### src/rtl/cpu_seq_pkg.sv
// rtl/cpu_seq_pkg.sv - shared state encoding and defaults for the cpu sequencer
//
// Purpose: state enum for the sequencer FSM, default reset PC, halt encoding,
//          PC step, and a word-alignment helper.
// Ports:   none (package).
package cpu_seq_pkg;

    typedef enum logic [2:0] {
        ST_IDLE      = 3'd0,
        ST_FETCH     = 3'd1,
        ST_DECODE    = 3'd2,
        ST_EXECUTE   = 3'd3,
        ST_WRITEBACK = 3'd4,
        ST_HALTED    = 3'd5
    } seq_state_t;

    localparam logic [31:0] DEFAULT_RESET_PC  = 32'h0000_0000;
    localparam logic [31:0] DEFAULT_HALT_INSN = 32'hFFFF_FFFF;
    localparam logic [31:0] DEFAULT_PC_STEP   = 32'd4;

    // Instruction fetches are word addressed; branch targets are forced onto
    // a word boundary so an unaligned target can never reach the memory bus.
    function automatic logic [31:0] align_word(input logic [31:0] addr);
        return {addr[31:2], 2'b00};
    endfunction

endpackage

### src/rtl/cpu_seq_pc.sv
// rtl/cpu_seq_pc.sv - program counter register with increment and branch redirect
//
// Purpose: holds pc; loads RESET_PC on restart, and on advance either steps
//          by PC_STEP (wrapping modulo 2^32) or takes the aligned branch target.
// Ports:
//   clk           in   clock, rising edge
//   rst_n         in   asynchronous active-low reset
//   restart       in   load RESET_PC
//   advance       in   retire the current instruction (writeback cycle)
//   branch_taken  in   select branch_target instead of pc+PC_STEP on advance
//   branch_target in   redirect address (low two bits dropped)
//   pc            out  current program counter
module cpu_seq_pc
    import cpu_seq_pkg::*;
#(
    parameter logic [31:0] RESET_PC = DEFAULT_RESET_PC,
    parameter logic [31:0] PC_STEP  = DEFAULT_PC_STEP
) (
    input  logic        clk,
    input  logic        rst_n,
    input  logic        restart,
    input  logic        advance,
    input  logic        branch_taken,
    input  logic [31:0] branch_target,
    output logic [31:0] pc
);

    logic [31:0] pc_q;
    logic [31:0] pc_d;

    always_comb begin
        pc_d = pc_q;
        if (restart) begin
            pc_d = RESET_PC;
        end else if (advance) begin
            pc_d = branch_taken ? align_word(branch_target) : pc_q + PC_STEP;
        end
    end

    always_ff @(posedge clk or negedge rst_n) begin
        if (!rst_n) begin
            pc_q <= RESET_PC;
        end else begin
            pc_q <= pc_d;
        end
    end

    assign pc = pc_q;

endmodule

### src/rtl/cpu_sequencer.sv
// rtl/cpu_sequencer.sv - multi-cycle fetch/decode/execute/writeback control FSM
//
// Purpose: fetches instructions over a req/ready handshake into the IR that
//          drives ID, gates the register-file write to the writeback cycle,
//          and advances or redirects the pc. Optional performance counters
//          are built when CPU_SEQ_PERF_CNT_EN is defined.
// Ports:
//   clk, rst_n                      clock / asynchronous active-low reset
//   start                           leave IDLE/HALTED, fetch from RESET_PC
//   stall                           hold in EXECUTE
//   imem_req/imem_addr              fetch request and address (= pc)
//   imem_ready/imem_rdata           fetch data valid and instruction word
//   instruction                     IR contents to ID
//   id_write_enable/rf_write_enable decoded and gated register write enable
//   branch_taken/branch_target      redirect request, used in WRITEBACK
//   pc, busy, halted                status
//   retired_count, stall_count      (CPU_SEQ_PERF_CNT_EN only) counters
module cpu_sequencer
    import cpu_seq_pkg::*;
#(
    parameter logic [31:0] RESET_PC  = DEFAULT_RESET_PC,
    parameter logic [31:0] HALT_INSN = DEFAULT_HALT_INSN,
    parameter logic [31:0] PC_STEP   = DEFAULT_PC_STEP
) (
    input  logic        clk,
    input  logic        rst_n,
    input  logic        start,
    input  logic        stall,
    output logic        imem_req,
    output logic [31:0] imem_addr,
    input  logic        imem_ready,
    input  logic [31:0] imem_rdata,
    output logic [31:0] instruction,
    input  logic        id_write_enable,
    output logic        rf_write_enable,
    input  logic        branch_taken,
    input  logic [31:0] branch_target,
    output logic [31:0] pc,
    output logic        busy,
    output logic        halted
`ifdef CPU_SEQ_PERF_CNT_EN
    ,
    output logic [31:0] retired_count,
    output logic [31:0] stall_count
`endif
);

    seq_state_t  state_q;
    seq_state_t  state_d;
    logic [31:0] ir_q;
    logic        restart;
    logic        in_fetch;
    logic        in_execute;
    logic        in_writeback;

    assign in_fetch     = (state_q == ST_FETCH);
    assign in_execute   = (state_q == ST_EXECUTE);
    assign in_writeback = (state_q == ST_WRITEBACK);

    // start only has an effect from a resting state; while busy it is ignored.
    assign restart = start && ((state_q == ST_IDLE) || (state_q == ST_HALTED));

    always_comb begin
        state_d = state_q;
        case (state_q)
            ST_IDLE:      if (start) state_d = ST_FETCH;
            ST_FETCH:     if (imem_ready) state_d = ST_DECODE;
            ST_DECODE:    state_d = (ir_q == HALT_INSN) ? ST_HALTED : ST_EXECUTE;
            ST_EXECUTE:   if (!stall) state_d = ST_WRITEBACK;
            ST_WRITEBACK: state_d = ST_FETCH;
            ST_HALTED:    if (start) state_d = ST_FETCH;
            default:      state_d = ST_IDLE;
        endcase
    end

    always_ff @(posedge clk or negedge rst_n) begin
        if (!rst_n) begin
            state_q <= ST_IDLE;
        end else begin
            state_q <= state_d;
        end
    end

    // IR captures only on the accepting fetch cycle; rdata elsewhere is ignored.
    always_ff @(posedge clk or negedge rst_n) begin
        if (!rst_n) begin
            ir_q <= 32'h0;
        end else if (restart) begin
            ir_q <= 32'h0;
        end else if (in_fetch && imem_ready) begin
            ir_q <= imem_rdata;
        end
    end

    cpu_seq_pc #(
        .RESET_PC (RESET_PC),
        .PC_STEP  (PC_STEP)
    ) u_pc (
        .clk           (clk),
        .rst_n         (rst_n),
        .restart       (restart),
        .advance       (in_writeback),
        .branch_taken  (branch_taken),
        .branch_target (branch_target),
        .pc            (pc)
    );

    // All status outputs decode the registered state, so start never reaches
    // an output combinationally and reset clears them immediately.
    assign imem_req        = in_fetch;
    assign imem_addr       = pc;
    assign instruction     = ir_q;
    assign rf_write_enable = in_writeback && id_write_enable;
    assign busy            = in_fetch || (state_q == ST_DECODE) || in_execute || in_writeback;
    assign halted          = (state_q == ST_HALTED);

`ifdef CPU_SEQ_PERF_CNT_EN
    logic [31:0] retired_q;
    logic [31:0] stall_q;

    always_ff @(posedge clk or negedge rst_n) begin
        if (!rst_n) begin
            retired_q <= 32'h0;
            stall_q   <= 32'h0;
        end else if (restart) begin
            retired_q <= 32'h0;
            stall_q   <= 32'h0;
        end else begin
            if (in_writeback) begin
                retired_q <= retired_q + 32'd1;
            end
            if ((in_fetch && !imem_ready) || (in_execute && stall)) begin
                stall_q <= stall_q + 32'd1;
            end
        end
    end

    assign retired_count = retired_q;
    assign stall_count   = stall_q;
`endif

endmodule

### config.mk
export PLATFORM = sky130hd
export DESIGN_NAME = cpu_sequencer
export DESIGN_NICKNAME = d
export VERILOG_FILES = /design/src/rtl/cpu_seq_pkg.sv /design/src/rtl/cpu_seq_pc.sv /design/src/rtl/cpu_sequencer.sv
export SDC_FILE = /design/constraint.sdc
export NUM_CORES = 1
export LEC_CHECK = 0
export ABC_CLOCK_PERIOD_IN_PS = 2000
export BUFFER_PORTS_ARGS = -buffer_cell sky130_fd_sc_hd__buf_4
export CAP_MARGIN = 20
export CORE_ASPECT_RATIO = 0.7
export CORE_MARGIN = 2
export CORE_UTILIZATION = 42
export DETAILED_ROUTE_END_ITERATION = 10
export PLACE_DENSITY = 0.76
export SLEW_MARGIN = 0
export SYNTH_ARGS = -nofsm -noshare
export SYNTH_HDL_FRONTEND = slang
export SYNTH_SLANG_ARGS = --single-unit
### constraint.sdc
create_clock -name clk -period 2 [get_ports clk]
set_input_delay 0.3 -clock clk [delete_from_list [all_inputs] [get_ports clk]]
set_output_delay 0.3 -clock clk [all_outputs]
set_load 0.02 [all_outputs]
* After elaboration in Yosys (flattened, before gate mapping)
Index checks and enable logic that the tools add are counted.
Word-level totals: register bits after elaboration 67, input port bits 71, word-level logic and storage cells 35
Operators by class: add/sub/neg operators 1, equal/unequal tests 9, muxes and demuxes 10, reduce and logical (&&, ||, !) cells 12
Operator list (number):
- 32-bit two-way mux | 5
- 32-bit by 3-bit adder with 32-bit output, second input constant | 1
- 32-bit == test, second input constant | 1
- 3-bit case mux with 5 select lines | 1
- 3-bit two-way mux | 4
- 3-bit by 2-bit == test with 1-bit output, second input constant | 2
- 3-bit == test, second input constant | 2
- 1-bit logical OR | 4
- 2-bit inequality test, second input constant | 2
- 2-bit nonzero test | 2
- 3-bit by 1-bit == test with 1-bit output, second input constant | 1
- 1-bit logical AND | 3
- 3-bit logical NOT | 1
- 3-bit AND reduction | 1
- 2-bit by 1-bit inequality test with 1-bit output, second input constant | 1
- 2-bit OR reduction | 1

* Longest topological paths before layout
depth in word-level cells 4, mapped depth 8, mapped depth without buffers 6

* Hierarchy
A second synthesis with hierarchy kept.
Unflattened totals: cells, all modules 500, area total of the unflattened synthesis 4272.8 µm²
Modules (own cells, without submodules):
- cpu_seq_pc | instances 1, cells each 288, area an instance 2279.7 µm²
- cpu_sequencer | instances 1, cells each 212, area an instance 1993.2 µm²

* Worst setup path after synthesis
OpenSTA, ideal clock, no wires.
path type reg-to-reg, start register u_pc.pc_q[2] (netlist: u_pc.pc[2]), end register u_pc.pc_q[22] (netlist: u_pc.pc[22]), arrival 1.945 ns, setup slack -0.075 ns, stages on the path, launching flop included 7, path buffers 0, period minus slack after synthesis 2.075 ns, path through dfrtp_1 > ha_1 > nand4_1 > or4_1 > nor3_1 > mux2i_1 > a22oi_1
On the way: cells in the longest elaborated chain, start to end 4
Ends and longest elaborated chain:
- start: declaration | line cpu_seq_pc.sv:28 | logic [31:0] pc_q;
- start signal: assignment | line cpu_seq_pc.sv:44 | pc_q <= pc_d;
- 32-bit by 3-bit adder with 32-bit output | line cpu_seq_pc.sv:36 | pc_d = branch_taken ? align_word(branch_target) : pc_q + PC_STEP;
- 32-bit two-way mux | line cpu_seq_pc.sv:36
- 32-bit two-way mux | line cpu_seq_pc.sv:35 | end else if (advance) begin
- 32-bit two-way mux | line cpu_seq_pc.sv:33 | if (restart) begin
Every way passes these cells. The select of a mux whose other input is x is not followed. A chain may end at the register's enable or synchronous reset.

* Final worst setup path
start register u_pc.pc_q[3] (netlist: u_pc.pc[3]), end register u_pc.pc_q[22] (netlist: u_pc.pc[22])
The elaborated chain is that of the path after synthesis.

==> key figures <==
STA
  • Max Clk Rate: 527 MHz
  • TNS Setup: 0 ns
  • Worst-case hold slack: 0.188 ns
  • Period utilization: 0.949
  • Final Setup Violations: 0
  • Count of final hold-check violations: 0
  • Final Max Slew Viols: 0
  • Min cycle time layout: 1.90 ns
  • Clock skew: 0.00715 ns
  • RSZ-0062 raised after global routing: false

Floorplan
  • Initial Util: 0.439
  • Die Ht: 83.2 um
  • Ports: 171
  • Num rows: 28
  • DIE WIDTH: 117 um
  • Core Region: 8580 sq um
  • Die area: 9760 sq um

Finish
  • Commonest cells after routing, fill and taps aside: buf_4, nand2_1, dfrtp_1
  • Commonest non-fill, non-tap cell in the layout: buf_4
  • Share of layout cells above drive strength 1: 0.377
  • Final Cell Area: 5470 sq um
  • NumNets Final: 690
  • Diode count: 0
  • Synth-to-layout area growth: 45.1%

Synthesis
  • Most area-consuming cells after synthesis: dfrtp_1, nand2_1, a21oi_1
  • Post-synth EDFFs: 0
  • Yosys cell types: 47
  • Post-Syn Area: 3770 sq um
  • Cell taking the most area after synthesis: dfrtp_1
  • Ys flop type: dfrtp_1
  • Post-synthesis register bit count: 65
  • Synth top area share: 0.432
  • Post-Synthesis Cells: 456
  • Sequential area share after synthesis: 0.432
  • Yosys warns: 0
  • Synth Area per Inst: 8.26 sq um
  • Synth async-reset ratio: 1.00

Critical path
  • Critical path type: flop to flop
  • Reg2Reg Launch Point: u_pc.pc[3]
  • Critical Path Max Stage Delay: 0.58 ns
  • Worst Path Buf+Inv: 0
  • CP max stage cell: or4_1
  • Max FO, Critical Path: 2
  • CP Capture Type: flop
  • Crit path DAT: 2.09 ns
  • R2R setup slack: 0.10 ns
  • Worst R2R Path Depth: 6
  • WP data required: 2.20 ns
  • Critical path launch point type: flop
  • CP cell instances: ha_1 -> nand4_1 -> or4_1 -> nor3_2 -> mux2i_1 -> a22oi_1
  • Top delay family on crit path: simple AND/OR/NAND/NOR gates
  • Worst R2R End: u_pc.pc[22]

Power and ir drop
  • P_leak: 2.58 nW
  • Power density cells: 1430 nW/um^2
  • Max IR drop VDD: 0.636 mV
  • Power Total: 7.83 mW

Run
  • Max-Cap Viols: 0

Routing
  • Post-DRT Antenna Nets: 0
  • Wirelength per Cell: 16.1 um
  • Via count: 4016
  • First DRT Iteration DRCs: 356
  • Remaining DRCs: 0
  • Total Routed Length: 11.9 mm
  • TritonRoute pass-1 iters: 5
  • Vias per std cell: 5.42

Hold path
  • Hold crit path type: input pin to flop
  • Hold path start: branch_target[24]
  • Hold Path End: u_pc.pc[24]
  • Hold Path Depth: 3

Placed design
  • GP Congestion: 0.983
  • HPWL after DPL: 8.91 mm
  • Post-placement cell area: 5160 sq um
  • I/O Buffers: 164

CTS
  • Root Driver: clkbuf_16
  • CTS H-tree lvls: 3
  • Worst-path clk slew: 0.06 ns
  • Clock sink count: 65
  • Latest clock arrival within the worst-skew pair: 0.32 ns
  • CTS Buf Count: 9
  • CTS tree: done
  • CTS max path bufs: 2

GRT
  • Initial antenna violation count: 0
  • Largest net degree at the start of global routing: 36
  • First-pass GRT wire length: 19.1 mm
  • GR Util All Layers: 0.245
  • GRT Residual Overflow: 0
  • Vias in the first global route: 3806

Status
  • Status: complete, no violations
cells by family after synthesis:
group	synth area share
AND/OR/NAND/NOR	0.259
AO/OA/AOI/OAI	0.178
buffers and inverters	0.105
flip-flops	0.432
XOR/XNOR	0.0163
multiplexers	0.00531
adder cells (fa/ha/maj)	0.00332
other	0.000995
sequential cells by signal (all words and copies together) (netlist names):
register     cells
instruction     32
u_pc.pc         30
state_q          3
Yosys cell counts (2+ instances only):
master / count
nand2_1: 99
dfrtp_1: 65
a21oi_1: 55
buf_4: 35
o21ai_0: 30
clkbuf_1: 17
nor2_1: 17
nand4_1: 16
nand3_1: 13
nor3_1: 11
nor4_1: 9
a22oi_1: 8
inv_1: 8
buf_2: 6
and2_1: 5
o22ai_1: 5
o311ai_0: 5
a31oi_1: 4
and3_1: 4
xnor2_1: 4
and4_1: 3
xor2_1: 3
a211oi_1: 2
and3_2: 2
buf_1: 2
mux2i_1: 2
nand4b_1: 2
nor4_4: 2
nor4b_1: 2
o211ai_1: 2
or4_1: 2
metal layers:
layer | part of all wire | global-route usage
met2 | 0.46 | 0.364
met5 | 0 | 0
met4 | 0.011 | 0.0813
met3 | 0.070 | 0.0438
met1 | 0.46 | 0.357
how the worst max path moves through the flow:
stage	slack, ns	endpoint	from	cells past startpoint
after floorplan	0.02	u_pc.pc[22]	u_pc.pc[2]	6
after detailed placement	0.14	u_pc.pc[31]	u_pc.pc[19]	5
after CTS	0.09	rf_write_enable	state_q[0]	5
after global placement	0.14	u_pc.pc[22]	u_pc.pc[2]	6
final	0.10	u_pc.pc[22]	u_pc.pc[3]	6
after global routing	0.001	u_pc.pc[26]	u_pc.pc[2]	8
worst reg2reg max path: cells and delay by family, from the launching register on:
kind,cells,cell delay [ns]
compound gates,1,0.08
fa+ha+maj,1,0.18
simple gates,3,0.94
flops,1,0.36
mux,1,0.21
where the power goes:
part / switching, mW / total, mW / internal, mW
Clock: 0.539 / 1.52 / 0.982
Combinational: 2.32 / 4.02 / 1.69
Sequential: 0.481 / 2.29 / 1.81
Total: 3.34 / 7.83 / 4.49
timing repair:
item                                    CTS  global route
hold endpoints to repair                 34             0
hold buffers                              1             0
resized for setup                         0             4
buffers inserted                          0             0
endpoints found under the setup margin    0             6
stage by stage:
stage,util,instances,setup slack [ns]
after global placement,0.601,726,0.142
final,0.637,741,0.102
after global routing,0.637,741,0.00132
after CTS,0.635,741,0.0949
after detailed placement,0.601,726,0.142
after floorplan,-,459,0.0154
final cells by class:
type	count	area, sq um
fill	740	3120
multi-input combinational	326	1770
sequential	65	1630
timing repair buffer	208	1600
clock buffer	11	243
tap	120	150
clock inverter	3	42.5
inverter	8	30.0
Power figures use the tool's default switching activity.
